===== src/rtl/sequential_divider.sv =====
// Iterative restoring divider: one quotient bit per clock, WIDTH iterations per operation.
// Optional macro DIV_ZERO_FAST_EN completes a divide-by-zero immediately instead of iterating.
module sequential_divider #(
    parameter int WIDTH = 16
) (
    input  logic             clk,
    input  logic             reset,
    input  logic             start,
    input  logic [WIDTH-1:0] dividend,
    input  logic [WIDTH-1:0] divisor,
    output logic             busy,
    output logic             done,
    output logic [WIDTH-1:0] quotient,
    output logic [WIDTH-1:0] remainder,
    output logic             div_by_zero
);

    localparam int CW = $clog2(WIDTH) + 1;

    typedef enum logic [1:0] {
        IDLE,
        RUN,
        DONE
    } state_t;

    state_t state, state_next;

    logic [CW-1:0]      count;
    logic [WIDTH-1:0]   rem, quo, dvs;
    logic               accept, last_iter, fast_zero;
    logic [2*WIDTH-1:0] shifted;
    logic [WIDTH:0]     diff;

    assign accept    = start && ((state == IDLE) || (state == DONE));
    assign last_iter = (count == CW'(WIDTH - 1));
    assign shifted   = {rem, quo} << 1;
    assign diff      = {1'b0, shifted[2*WIDTH-1:WIDTH]} - {1'b0, dvs};

`ifdef DIV_ZERO_FAST_EN
    assign fast_zero = (divisor == '0);
`else
    assign fast_zero = 1'b0;
`endif

    always_ff @(posedge clk) begin
        if (reset) begin
            state <= IDLE;
        end else begin
            state <= state_next;
        end
    end

    always_comb begin
        state_next = state;
        case (state)
            IDLE: begin
                if (accept) begin
                    state_next = fast_zero ? DONE : RUN;
                end
            end
            RUN: begin
                if (last_iter) begin
                    state_next = DONE;
                end
            end
            DONE: begin
                if (accept) begin
                    state_next = fast_zero ? DONE : RUN;
                end else begin
                    state_next = IDLE;
                end
            end
            default: state_next = IDLE;
        endcase
    end

    // A negative trial difference means the divisor did not fit, so the shifted remainder is kept.
    always_ff @(posedge clk) begin
        if (reset) begin
            count       <= '0;
            rem         <= '0;
            quo         <= '0;
            dvs         <= '0;
            div_by_zero <= 1'b0;
        end else if (accept) begin
            count       <= '0;
            dvs         <= divisor;
            div_by_zero <= (divisor == '0);
            if (fast_zero) begin
                rem <= dividend;
                quo <= '1;
            end else begin
                rem <= '0;
                quo <= dividend;
            end
        end else if (state == RUN) begin
            count <= count + CW'(1);
            if (!diff[WIDTH]) begin
                rem <= diff[WIDTH-1:0];
                quo <= {shifted[WIDTH-1:1], 1'b1};
            end else begin
                rem <= shifted[2*WIDTH-1:WIDTH];
                quo <= shifted[WIDTH-1:0];
            end
        end
    end

    assign busy      = (state == RUN);
    assign done      = (state == DONE);
    assign quotient  = quo;
    assign remainder = rem;

endmodule


===== config.mk =====
export PLATFORM = sky130hd
export DESIGN_NAME = sequential_divider
export DESIGN_NICKNAME = d
export VERILOG_FILES = /design/src/rtl/sequential_divider.sv
export SDC_FILE = /design/constraint.sdc
export NUM_CORES = 1
export LEC_CHECK = 0
export ABC_AREA = 1
export BUFFER_PORTS_ARGS = -buffer_cell sky130_fd_sc_hd__buf_2
export CORE_MARGIN = 4
export CORE_UTILIZATION = 40
export DETAILED_ROUTE_END_ITERATION = 10
export PLACE_DENSITY = 0.69
export SYNTH_ARGS = -nofsm -noshare
export SYNTH_HDL_FRONTEND = slang
export SYNTH_SLANG_ARGS = --single-unit

===== constraint.sdc =====
create_clock -name clk -period 2.8 [get_ports clk]
set_input_delay 0.56 -clock clk [delete_from_list [all_inputs] [get_ports clk]]
set_output_delay 0.56 -clock clk [all_outputs]
set_load 0.02 [all_outputs]

==> results.py, run 1 <==
metrics = {
    "clock_tree": {
        "clkTransAtPathRegs_ps": 110,
        "clock_latency_ps": 320,
        "cts.sinks": 56,
        "htree_levels": 2,
        "cts_resized": 0,
        "cts_setup_buffers": 0,
        "numCtsBuffers": 5,
        "clock-root-buffer": "clkbuf_8",
        "hold_buffers": 0,
        "cts_tree": "built",
        "ctsLongestPathBuffers": 2,
    },
    "critical_path": {
        "cp.arrival_ps": 2440,
        "startpoint_type": "register",
        "crit_fanout": 17,
        "r2r_cells": 13,
        "worst-setup-path-type": "register to register",
        "critPathRequiredTime_ps": 2990,
        "rrSetupSlack_ps": 550,
        "endpoint_kind": "register",
    },
    "drt": {
        "drc_errors": 0,
        "wirelength_um": 9290,
        "via_per_inst": 4.97,
        "wl_per_cell_um": 13.2,
        "drtIter0Drc": 133,
        "vias": 3485,
        "first_pass_iters": 4,
        "ant_nets": 0,
    },
    "global_routing": {
        "antenna_found_initial": 0,
        "grt_usage_pct": 18.8,
        "grt_max_degree": 33,
        "grt_overflow": 0,
        "grt_first_pass_wirelength_um": 15800,
        "grt_pass1_vias": 3398,
    },
    "die": {
        "ios": 70,
        "start_util_pct": 40.8,
        "coreArea_um2": 8680,
        "die_h_um": 102,
        "dieArea_um2": 10400,
        "die_w_um": 102,
        "rows": 34,
    },
    "worst_hold_path": {
        "hp-class": "register to register",
        "min_path_cells": 2,
    },
    "sta": {
        "tightest_slew_ps": 481,
        "timing.setup.tns_ps": 0,
        "finalHoldViolCount": 0,
        "slew_headroom_pct": 67.9,
        "fmaxAchievable_ghz": 0.444,
        "finalCriticalPeriod_ps": 2250,
        "setup_violations": 0,
        "finalClockSkew_ps": 11.1,
        "holdWs_ps": 466,
        "rsz0062_at_grt": "no",
        "fin_crit_sh_pct": 80.4,
        "slew_viol_final": 0,
    },
    "power_and_ir_drop": {
        "ir_drop_uv": 269,
        "p_leak_nw": 2.09,
        "p_seq_share_pct": 44.4,
        "p_int_w": 0.00125,
        "combPwrFrac_pct": 31.1,
        "powerDensity_nw_per_um2": 483,
        "swShare_pct": 36.6,
        "switching_power_w": 0.000720,
        "pwr-share-clk_pct": 24.4,
    },
    "synth": {
        "syn-num-nets": 582,
        "synth_most_common_cell": "nand2_1",
        "ys_types": 35,
        "avgSynthCellArea_um2": 6.70,
        "netlist_instances": 528,
        "yosys_warnings": 0,
        "synth_top_area_cell": "dfxtp_1",
        "yosys-top-cells-count": "131 x nand2_1, 98 x inv_1, 56 x dfxtp_1, 35 x a21oi_1, 34 x nand3_1",
        "synthTopCellsByArea": "dfxtp_1 32%, nand2_1 14%, inv_1 10%",
        "synthFlopType": "dfxtp_1",
        "ys_seq_area_share_pct": 31.7,
        "async_flop_share_pct": 0,
        "synth_edf_count": 0,
        "ys_seq_elements": 56,
        "synthesis.area_um2": 3540,
        "synth_top_area_share_pct": 31.7,
    },
    "job": {
        "cap_violations": 0,
    },
    "placed_design": {
        "gp_congestion": 0.957,
        "dp.cells": 693,
        "port_buffers": 69,
        "dp.final_hpwl_um": 7250,
    },
    "cells_and_area": {
        "finalNetCount": 646,
        "drive_gt1_share_pct": 19.4,
        "instances_no_fill": 701,
        "layout-area-overhead-vs-synth_pct": 14.9,
        "diodes": 0,
    },
    "run_status": {
        "status": "finished clean",
    },
}
-- cell families after synthesis --
family                     count (synthesis)  share of synthesized area [%]
and+or+nand+nor                          233                           30.6
buffers and inverters                    123                           13.9
adders and majority gates                 19                           6.93
DFF                                       56                           31.7
AOI/OAI and AO/OA                         92                           15.7
xor gates and xnor gates                   5                           1.24
-- layout by cell type, fill, tap and decap left out, types with 2 or more instances in the layout --
cell type and n:
a211oi_1 3, a21oi_1 35, a21oi_2 6, a221oi_1 14, buf_2 69, buf_4 8
clkbuf_8 5, dfxtp_1 56, ha_1 18, inv_1 98, inv_2 5, inv_6 2
nand2_1 131, nand2_2 8, nand2_4 3, nand3_1 34, nand3_2 2, nand3b_1 13
nand4_1 3, nor2_1 22, nor3_1 5, nor4_1 4, o21ai_0 32, or2_2 2
xnor2_1 4
-- state kept, by name, summed over array words and instances (netlist names) --
name	cells
dvs	16
quotient	16
remainder	16
count	5
state	2
div_by_zero	1
-- per-layer routing --
metal  global-route usage, %  vias to the layer above  share of wire [%]
met5                       0                        -                  0
met4                    4.44                        0                1.5
met3                    5.12                       13                8.0
met2                    32.1                       97                 46
met1                    23.6                     1561                 44
li1                        -                     1814                  -
-- critical path, stage by stage (launching register included) --
cell and delay (ps):
dfxtp_1 340, inv_1 70, ha_1 230, fa_1 400
inv_1 90, nand3_1 80, nand2_2 110, nand2_2 80
nand2_4 70, nand2_4 150, nand2_4 250, nand3_1 120
nand2_2 80, a21oi_2 40
-- final cells by class --
class                      instances  area, um^2
fill                             924        4610
clock inverter                     2        17.5
tap                              108         135
multi-input combinational        349        1930
inverter                         103         387
sequential                        56        1120
clock buffer                       6        72.6
timing repair buffer              77         405
-- worst paths after layout --
kind	startpoint	endpoint
worst min-delay path	dvs[13]	dvs[13]
worst min register to register	dvs[13]	dvs[13]
worst max-delay path	quotient[15]	remainder[14]
worst max register to register	quotient[15]	remainder[14]
-- through the flow --
stage	total power, W	setup WS (ps)	utilization (%)	area [um^2]
after floorplan	0.00134	689	-	3540
after detailed placement	0.00150	556	45.8	3980
after CTS	0.00197	532	46.9	4070
final	0.00197	548	46.9	4070
after global routing	0.00209	314	46.9	4070
after global placement	0.00149	628	45.8	3980
-- power groups by stage --
stage | Combinational [W] | Clock, W | Sequential [W]
2_1_floorplan | 0.000422 | 0 | 0.000923
4_1_cts | 0.000615 | 0.000485 | 0.000874
5_1_grt | 0.000696 | 0.000511 | 0.000880
3_3_place_gp | 0.000603 | 0 | 0.000890
3_5_place_dp | 0.000613 | 0 | 0.000891
6_report | 0.000612 | 0.000480 | 0.000874
No activity file was read; power rests on OpenSTA's default activity.
==> run 2, diff against run 1 <==
clock period = 2.2 ns   (was 2.8 ns; I/O delays follow)
==> run 2 against run 1 <==
Effect of this change:
- register-to-register slack worse by 380 ps
- wire length down 1.4%
- highest routed layer unchanged
- clock skew down 3.6 ps
- cell area up 1.1%
- non-clock buffer count up 2
==> results.py, run 2 (same netlist as run 1, synthesis figures left out) <==
metrics = {
    "run_status": {
        "status": "finished clean",
    },
    "job": {
        "cap_violations": 0,
    },
    "clock_tree": {
        "htree_levels": 2,
        "ctsLongestPathBuffers": 2,
        "hold_buffers": 0,
        "clkTransAtPathRegs_ps": 110,
        "numCtsBuffers": 5,
        "clock_latency_ps": 310,
        "cts_setup_buffers": 0,
        "cts_tree": "built",
        "clock-root-buffer": "clkbuf_8",
        "cts.sinks": 56,
        "cts_resized": 0,
    },
    "sta": {
        "slew_viol_final": 0,
        "finalHoldViolCount": 0,
        "finalCriticalPeriod_ps": 2030,
        "rsz0062_at_grt": "no",
        "fmaxAchievable_ghz": 0.493,
        "fin_crit_sh_pct": 92.2,
        "tightest_slew_ps": 482,
        "finalClockSkew_ps": 7.51,
        "timing.setup.tns_ps": 0,
        "slew_headroom_pct": 67.6,
        "setup_violations": 0,
    },
    "critical_path": {
        "r2r-end": "remainder[5]",
        "slowest_delay_ps": 360,
        "worst-setup-path-type": "register to register",
        "crit_fanout": 10,
        "critPathRequiredTime_ps": 2460,
        "crit_buf_inv": 3,
        "crit_start": "quotient[15]",
        "r2r-start": "quotient[15]",
        "startpoint_type": "register",
        "crit_end": "remainder[5]",
        "path_cells": "inv_1, ha_1, fa_2, inv_1, nand3_1, nand2_2, nand2_2, nand2_4, nand2_8, buf_6, nand3b_1, nand3_1, a21oi_2",
        "r2r_cells": 13,
        "endpoint_kind": "register",
        "path_delay_family": "simple AND/OR/NAND/NOR gates",
        "path_depth": 13,
        "rrSetupSlack_ps": 170,
        "cp.arrival_ps": 2290,
        "crit_slowest_cell": "fa_2",
    },
    "power_and_ir_drop": {
        "powerDensity_nw_per_um2": 613,
        "p_leak_nw": 2.09,
        "ir_drop_uv": 369,
    },
    "cells_and_area": {
        "instances_no_fill": 703,
        "final_common_cell": "nand2_1",
        "diodes": 0,
        "finalNetCount": 648,
        "layout-area-overhead-vs-synth_pct": 16.2,
        "layout.cells.most_common_list": "131 x nand2_1, 98 x inv_1, 69 x buf_2",
        "drive_gt1_share_pct": 20.0,
    },
    "placed_design": {
        "dp.cells": 695,
        "port_buffers": 69,
        "gp_congestion": 0.937,
        "dp.final_hpwl_um": 7270,
    },
    "global_routing": {
        "antenna_found_initial": 0,
        "grt_first_pass_wirelength_um": 15600,
        "grt_overflow": 0,
        "grt_max_degree": 29,
        "grt_pass1_vias": 3421,
        "grt_usage_pct": 18.3,
    },
    "die": {
        "die_h_um": 102,
        "ios": 70,
        "start_util_pct": 40.8,
        "rows": 34,
        "dieArea_um2": 10400,
        "coreArea_um2": 8680,
        "die_w_um": 102,
    },
    "drt": {
        "drc_errors": 0,
        "vias": 3493,
        "drtIter0Drc": 100,
        "via_per_inst": 4.97,
        "first_pass_iters": 5,
        "wirelength_um": 9150,
        "wl_per_cell_um": 13.0,
        "ant_nets": 0,
    },
    "worst_hold_path": {
        "hp-class": "input port to register",
    },
}
run 2: layout make-up:
class / instances / area [um^2]
inverter: 103 / 387
timing repair buffer: 79 / 424
tap: 108 / 135
clock inverter: 3 / 27.5
clock buffer: 5 / 68.8
fill: 917 / 4570
sequential: 56 / 1120
multi-input combinational: 349 / 1950
run 2: how the worst min path moves through the flow:
stage / start / end / depth (start not counted)
after global routing: reset / quotient[0] / 2
after detailed placement: dvs[15] / dvs[15] / 2
after floorplan: dvs[15] / dvs[15] / 2
after global placement: dvs[15] / dvs[15] / 2
final: reset / quotient[0] / 2
after CTS: reset / quotient[0] / 2
run 2: where the power goes:
group	total, W	switching [W]	internal (W)
Clock	0.000612	0.000377	0.000235
Sequential	0.00111	0.0000333	0.00108
Combinational	0.000797	0.000519	0.000278
Total	0.00252	0.000929	0.00159
run 2: metrics by stage:
| step | setup slack (ps) | power (W) | hold slack (ps) | util [%] | instance area, um^2 |
|---|---|---|---|---|---|
| after floorplan | 89.4 | 0.00171 | 433 | - | 3540 |
| after global placement | 111 | 0.00191 | 448 | 46.0 | 3990 |
| after detailed placement | 78.0 | 0.00192 | 454 | 46.0 | 3990 |
| after CTS | 62.9 | 0.00253 | 334 | 47.1 | 4090 |
| after global routing | 4.90 | 0.00269 | 330 | 47.4 | 4110 |
| final | 171 | 0.00252 | 339 | 47.4 | 4110 |
run 2: worst register-to-register path: cells and delay by family (launching register included):
kind | cells | cell delay (ps)
AO/OA/AOI/OAI | 1 | 130
adder cells (fa/ha/maj) | 2 | 580
buffers and inverters | 3 | 310
flip-flops | 1 | 340
AND/OR/NAND/NOR | 7 | 620
run 2: routing by layer:
layer | part of all wire (%) | global-route usage [%] | up-vias
li1 | - | - | 1819
met1 | 46 | 24.0 | 1575
met2 | 46 | 30.1 | 89
met3 | 7.2 | 4.98 | 10
met4 | 1.1 | 4.34 | 0
met5 | 0 | 0 | -
